`src/rtl/fetch_unit.sv`:
```
// fetch_unit: PC and fetch sequencer with Start/Done handshake for the 9-bit core.
// Define RELATIVE_BRANCH_EN to treat Target as a signed PC-relative offset.
module fetch_unit #(
  parameter int PC_W = 10,
  parameter logic [PC_W-1:0] START_ADDR = '0,
  parameter logic [8:0] HALT_CODE = 9'h1FF,
  parameter int CNT_W = 16
) (
  input  logic             Clk,
  input  logic             Reset,
  input  logic             Start,
  input  logic [8:0]       Instruction,
  input  logic             BranchEn,
  input  logic             Taken,
  input  logic [PC_W-1:0]  Target,
  output logic [PC_W-1:0]  PC,
  output logic             Running,
  output logic             Done,
  output logic [CNT_W-1:0] CycleCnt
);
  typedef enum logic [1:0] {IDLE, RUN, HALT} state_t;
  state_t r_state, w_state_nx;
  logic [PC_W-1:0] r_pc, w_pc_nx, w_br_pc;
  logic [CNT_W-1:0] r_cnt, w_cnt_nx;
  logic r_done, w_done_nx;
`ifdef RELATIVE_BRANCH_EN
  assign w_br_pc = r_pc + Target;
`else
  assign w_br_pc = Target;
`endif
  always_comb begin
    w_state_nx = r_state;
    w_pc_nx = r_pc;
    w_cnt_nx = r_cnt;
    w_done_nx = r_done;
    if (Start) begin
      w_state_nx = IDLE;
      w_pc_nx = START_ADDR;
      w_cnt_nx = '0;
      w_done_nx = 1'b0;
    end else begin
      case (r_state)
        IDLE: begin
          w_state_nx = RUN;
          w_pc_nx = START_ADDR;
        end
        RUN: begin
          // counter saturates rather than wrapping
          w_cnt_nx = (&r_cnt) ? r_cnt : r_cnt + CNT_W'(1);
          if (Instruction == HALT_CODE) begin
            w_state_nx = HALT;
            w_done_nx = 1'b1;
          end else begin
            w_pc_nx = (BranchEn && Taken) ? w_br_pc : r_pc + PC_W'(1);
          end
        end
        HALT: ;
        default: begin
          w_state_nx = IDLE;
          w_pc_nx = START_ADDR;
          w_cnt_nx = '0;
          w_done_nx = 1'b0;
        end
      endcase
    end
  end
  always_ff @(posedge Clk or posedge Reset) begin
    if (Reset) begin
      r_state <= IDLE;
      r_pc <= START_ADDR;
      r_cnt <= '0;
      r_done <= 1'b0;
    end else begin
      r_state <= w_state_nx;
      r_pc <= w_pc_nx;
      r_cnt <= w_cnt_nx;
      r_done <= w_done_nx;
    end
  end
  assign PC = r_pc;
  assign Running = (r_state == RUN);
  assign Done = r_done;
  assign CycleCnt = r_cnt;
endmodule

```
`config.mk`:
```
export PLATFORM = sky130hd
export DESIGN_NAME = fetch_unit
export DESIGN_NICKNAME = d
export VERILOG_FILES = /design/src/rtl/fetch_unit.sv
export SDC_FILE = /design/constraint.sdc
export NUM_CORES = 1
export LEC_CHECK = 0
export BUFFER_PORTS_ARGS = -buffer_cell sky130_fd_sc_hd__buf_4
export CORE_ASPECT_RATIO = 1.4
export CORE_UTILIZATION = 45
export CTS_CLUSTER_SIZE = 16
export DETAILED_ROUTE_END_ITERATION = 10
export PLACE_DENSITY = 0.71
export SLEW_MARGIN = 20
export SYNTH_ARGS = -nofsm -noshare
export SYNTH_HDL_FRONTEND = slang
export SYNTH_SLANG_ARGS = --single-unit
export TNS_END_PERCENT = 1
```
`constraint.sdc`:
```
create_clock -name Clk -period 4.01 [get_ports Clk]
set_input_delay 0.802 -clock Clk [delete_from_list [all_inputs] [get_ports Clk]]
set_output_delay 0.802 -clock Clk [all_outputs]
set_load 0.1 [all_outputs]
```
==> metrics, run 1 <==
Max-Cap Viols=0; CTS Hold Buffers Added=0; Rows=26; TritonCTS Buffers=5; Synth Area per Inst=8.967 µm²; Total Routed Length=4.647 mm; syn_nets=224; Max-slew headroom=34.28%; worst vdd ir=0.2286 mV; worst path cell trace=buf_4 -> or3b_1 -> nor4_4 -> or2_0 -> o31ai_1; crit path max fanout=14; die area=4204 µm²; CP Launch Type=primary input; r2r startpoint=CycleCnt[0]; hold_ws=512.2 ps; worst-margin pin slew=983.7 ps; share of cells above drive strength 1=27.60%; # IOs=52; yosys warns=0; Initial Util=47.87%; top_reg_cell synth=dfrtp_1; critical path required time=4160 ps; CP Data Arrival Time=2360 ps; Worst Hold Class=register to register; Yosys reg bits=29; die width=55.09 µm; Sum Neg Setup Slack=0 ps; vias per cell=6.247; Longest Clk Path Bufs=2; largest area contributor in the netlist=dfrtp_1; Clock Latency Late Sink=280 ps; drc violations=0; critical path launch point=Start; via count=1824; first-pass GRT wire length=7.734 mm; die height=76.32 µm; Crit path largest cell delay=580 ps; vias in the first global route=1720; Worst Path Buf+Inv=1; post-synth top area share=40.87%; most common cell after layout, fill and taps aside=buf_4; synthesis-to-layout area growth=27.98%; Core ar.=3709 µm²; H-tree depth=2; Reg2Reg Depth=5; Synth Cell Area=1775 µm²; Final Cell Area=2272 µm²; Hold Vio Cnt, Final=0; largest net degree at the start of global routing=30; nets=276; DRT Pass-1 Iters=4; postcts setup bufs=0; Area after DPL=2186 µm²; RSZ-0062 raised after global routing=no; reg2reg setup slack=1960 ps; Synth Instances=198; Worst Clk Skew=6.992 ps; CTS clk-pin slew, worst paths=60 ps; gpl congestion=0.7698; DRT iter0 DRCs=58; WP depth=5; Hold Path Depth=1; Setup crit end=PC[2]; status=completed; Leak=0.9888 nW; gr ovfl total=0; endpoints failing setup=0; CTS Sinks=29; CP delay by family, top=simple AND/OR/NAND/NOR gates; Slew Limit Fails=0; Tcrit/Tclk final=55.10%; GRT Util Overall=24.55%; ys async rst share=100.0%; commonest non-fill, non-tap cells in the layout=buf_4 (52), dfrtp_1 (29), nand2_1 (22); CP Class=primary input to register; post_cts resized=0; Slowest-stage cell, CP=or3b_1; largest cells by area after synthesis=dfrtp_1 (41%), o211ai_1 (5.1%), nand2_1 (4.7%), nand3_1 (4.5%), a21oi_1 (3.4%); sequential fraction of the synthesis area=40.87%; DP HPWL=3.298 mm; drt wl/cell=15.91 µm; CP endpoint kind=register; fin crit period=2210 ps; distinct cell type count after synthesis=47; CTS tree=done; Post-DRT Antenna Nets=0; Pwr Density=314.0 nW/µm²; fmax=452.6 MHz; ANT cells=0; clk root buf=clkbuf_8; Reg2Reg Capture Point=CycleCnt[7]; port buffer count=51; initial antenna violation count=0; EDFF count, synth=0
==> metrics by stage <==
stage	worst slack [ps]	std cells	utilization [%]	total power (W)
2_1_floorplan	1441	198	-	0.0004244
3_3_place_gp	1508	285	58.94	0.0004718
3_5_place_dp	1474	285	58.94	0.0004725
4_1_cts	1764	292	61.27	0.0007194
5_1_grt	1713	292	61.27	0.0007498
6_report	1800	292	61.27	0.0007135
==> where the power goes <==
part	internal (W)	total, W	switching, W
clock network	0.000136	0.000247	0.000111
registers	0.000301	0.000315	0.0000140
logic	0.0000420	0.000151	0.000109
==> area by class of cell <==
type | count | area [µm²]
Clock buffer | 7 | 86.33
Tap cell | 42 | 52.55
Timing Repair Buffer | 52 | 390.4
Inverter | 3 | 11.26
Multi-Input combinational cell | 159 | 1006
Fill cell | 367 | 1436
Sequential cell | 29 | 725.7
==> per-layer routing <==
layer	global-route usage, %	share of wire [%]	vias to the layer above	routed length [µm]
li1	-	-	885	-
met1	28.12	42	870	1932
met2	43.25	52	64	2396
met3	5.589	6.0	5	277
met4	6.500	0.88	0	41
met5	0	0	-	0
==> cells in the mapped netlist (all sizes together), types with 2 or more instances <==
| cell | instances |
|---|---|
| nor3 | 8 |
| ha | 2 |
| inv | 3 |
| o2111ai | 4 |
| o311ai | 3 |
| nand3 | 16 |
| a31oi | 2 |
| nor3b | 3 |
| dfrtp | 29 |
| nor4 | 9 |
| or2 | 4 |
| nor2 | 9 |
| or4 | 4 |
| and3 | 2 |
| nand4 | 10 |
| o2bb2ai | 2 |
| or3 | 4 |
| mux2i | 2 |
| o211ai | 12 |
| a21o | 2 |
| nand2 | 22 |
| o21ai | 11 |
| buf | 3 |
| a21oi | 12 |
| o31ai | 4 |
| clkbuf | 4 |
==> cell families (layout without fill, tap and decap cells) <==
family | count (synthesis) | after routing | synth area share (%)
adders and majority gates | 2 | 2 | 1.409
AOI/OAI and AO/OA | 59 | 59 | 22.62
buffers and inverters | 10 | 62 | 2.466
DFF | 29 | 29 | 40.87
muxes | 2 | 2 | 1.128
and+or+nand+nor | 96 | 96 | 31.50
==> worst min path at each step <==
stage               slack [ps]         end  startpoint
detailed placement         500  r_state[0]  r_state[1]
finish                     510  r_state[0]  r_state[1]
global placement           500  r_state[0]  r_state[1]
CTS                        510  r_state[0]  r_state[1]
floorplan                  470  r_state[0]  r_state[1]
global route               540        Done        Done
==> flip-flops by register name, summed over array words and instances, names as in the netlist <==
register	flops
Done	1
PC	10
CycleCnt	16
r_state	2
No activity file was read; power rests on OpenSTA's default activity.
==> run 2: changes to the inputs <==
Clock period 4.01 ns to 2.3 ns, I/O delays scaled along.
==> run 2 against run 1 <==
  * Critical path type is now register to register
  * Clock-buffer cell count rose by 1
  * Combinational power rose by 80%
  * Routed wire length rose by 4.3%
  * Clock skew fell by 0.70 ps
  * Largest power group unchanged
  * Sequential power rose by 74%
  * Sequential share of layout area fell by 0.65 points
  * Hold slack got worse by 260 ps
  * Die area did not move
==> metrics, run 2 (synthesis results as in run 1) <==
status=completed; via count=1874 (+2.7%); # IOs=52 (unchanged); worst vdd ir=0.4219 mV (+85%); drt wl/cell=16.10 µm (+1.2%); Reg2Reg Capture Point=CycleCnt[15]; CP Launch Type=register; TritonCTS Buffers=5 (unchanged); r2r startpoint=CycleCnt[0]; CP Data Arrival Time=2120 ps (-240 ps); postcts setup bufs=0 (unchanged); CTS Hold Buffers Added=0 (unchanged); clk root buf=clkbuf_8; RSZ-0062 raised after global routing=no; max reg flops=16 (unchanged); Leak=1.021 nW (+3.3%); Max-Cap Viols=0 (unchanged); Hold Vio Cnt, Final=0 (unchanged); Max-slew headroom=49.21% (+15 points); Slowest-stage cell, CP=or4_4; H-tree depth=2 (unchanged); Clock Latency Late Sink=280 ps (about the same); port buffer count=51 (unchanged); endpoints failing setup=0 (unchanged); ANT cells=0 (unchanged); worst-margin pin slew=761.8 ps (-221.9 ps); commonest non-fill, non-tap cells in the layout=buf_4 (60), dfrtp_1 (23), nand2_1 (22); vias per cell=6.226 (-0.33%); Tcrit/Tclk final=82.54%; Reg2Reg Depth=5 (unchanged); Placed Cells=293 (+2.8%); Rows=26 (unchanged); post_cts resized=0 (unchanged); CP endpoint kind=register; CTS clk-pin slew, worst paths=60 ps (about the same); Initial Util=47.87% (unchanged); Worst Clk Skew=6.287 ps (-0.7045 ps); first-pass GRT wire length=7.831 mm (+1.3%); die width=55.09 µm (unchanged); CP Class=register to register; CTS Sinks=29 (unchanged); largest net degree at the start of global routing=30 (unchanged); initial antenna violation count=0 (unchanged); Longest Clk Path Bufs=2 (unchanged); drc violations=0 (unchanged); Total Routed Length=4.847 mm (+4.3%); GRT Util Overall=25.26% (+0.72 points); nets=284 (+2.9%); DRT iter0 DRCs=54 (-6.9%); DRT Pass-1 Iters=4 (unchanged); share of cells above drive strength 1=31.66% (+4.1 points); gpl congestion=0.8066 (+4.8%); fin crit period=1899 ps; fmax=526.7 MHz; Post-DRT Antenna Nets=0 (unchanged); Worst Hold Class=primary input to async pin; synthesis-to-layout area growth=31.99%; DP HPWL=3.458 mm (+4.9%); Slew Limit Fails=0 (unchanged); fin cells=301 (+3.1%); reg2reg setup slack=400 ps (-1560 ps); most common cell after layout, fill and taps aside=buf_4; vias in the first global route=1664 (-3.3%); gr ovfl total=0 (unchanged); CTS tree=done; Pwr Density=534.0 nW/µm² (+70%); critical path required time=2520 ps (-1640 ps); Sum Neg Setup Slack=0 ps (unchanged); die area=4204 µm² (unchanged); die height=76.32 µm (unchanged); Crit path largest cell delay=620 ps (+40 ps); Core ar.=3709 µm² (unchanged); worst path cell trace=ha_1 -> nand4_2 -> or4_4 -> a41oi_1 -> o2bb2a_1; crit path max fanout=8 (-6)
[run 2: cell types whose count changed in the layout (fill, tap and decap cells not counted), sizes merged]
cell	before	now
buf	52	60
clkbuf	7	8
[run 2: worst max path at each step]
stage / start / endpoint / cells past startpoint / slack, ps
floorplan: CycleCnt[4] / CycleCnt[15] / 4 / 4
global placement: Start / PC[2] / 5 / 350
detailed placement: Start / PC[2] / 5 / 350
CTS: CycleCnt[0] / CycleCnt[15] / 5 / 400
global route: CycleCnt[0] / CycleCnt[15] / 5 / 290
finish: CycleCnt[0] / CycleCnt[15] / 5 / 400
[run 2: report_power, final]
group / switching (W) / leakage [nW] / internal [W]
sequential: 0.0000234 / 0.390 / 0.000526
combinational: 0.000193 / 0.585 / 0.0000788
clock: 0.000187 / 0.0455 / 0.000243
[run 2: final cells by class]
| cell class | instances | area (µm²) |
|---|---|---|
| Tap cell | 42 | 52.55 |
| Fill cell | 351 | 1365 |
| Inverter | 3 | 11.26 |
| Sequential cell | 29 | 733.2 |
| Multi-Input combinational cell | 159 | 1006 |
| Clock buffer | 8 | 90.09 |
| Timing Repair Buffer | 60 | 450.4 |
[run 2: stage by stage]
stage	worst slack, ps	instance area [µm²]	hold WS (ps)	util [%]	total power [W]
after detailed placement	350.3	2253	494.9	60.76	0.0008312
after global routing	292.7	2344	274.0	63.19	0.001305
after CTS	403.6	2344	255.0	63.19	0.001264
after floorplan	4.241	1783	466.6	-	0.0007411
final	401.5	2344	250.4	63.19	0.001251
after global placement	352.2	2253	497.0	60.76	0.0008296
[run 2: per-layer routing]
metal	global-route usage [%]	vias up	share of wire, %
met5	0	-	0
met4	7.250	0	0.95
met3	6.188	5	5.5
met2	39.52	68	51
met1	33.63	899	42
li1	-	902	-
[run 2: worst max-delay path: cells and delay by family, from the launching register on]
family	cells	cell delay, ps
simple gates	2	840
flops	1	400
compound gates	2	350
fa+ha+maj	1	240
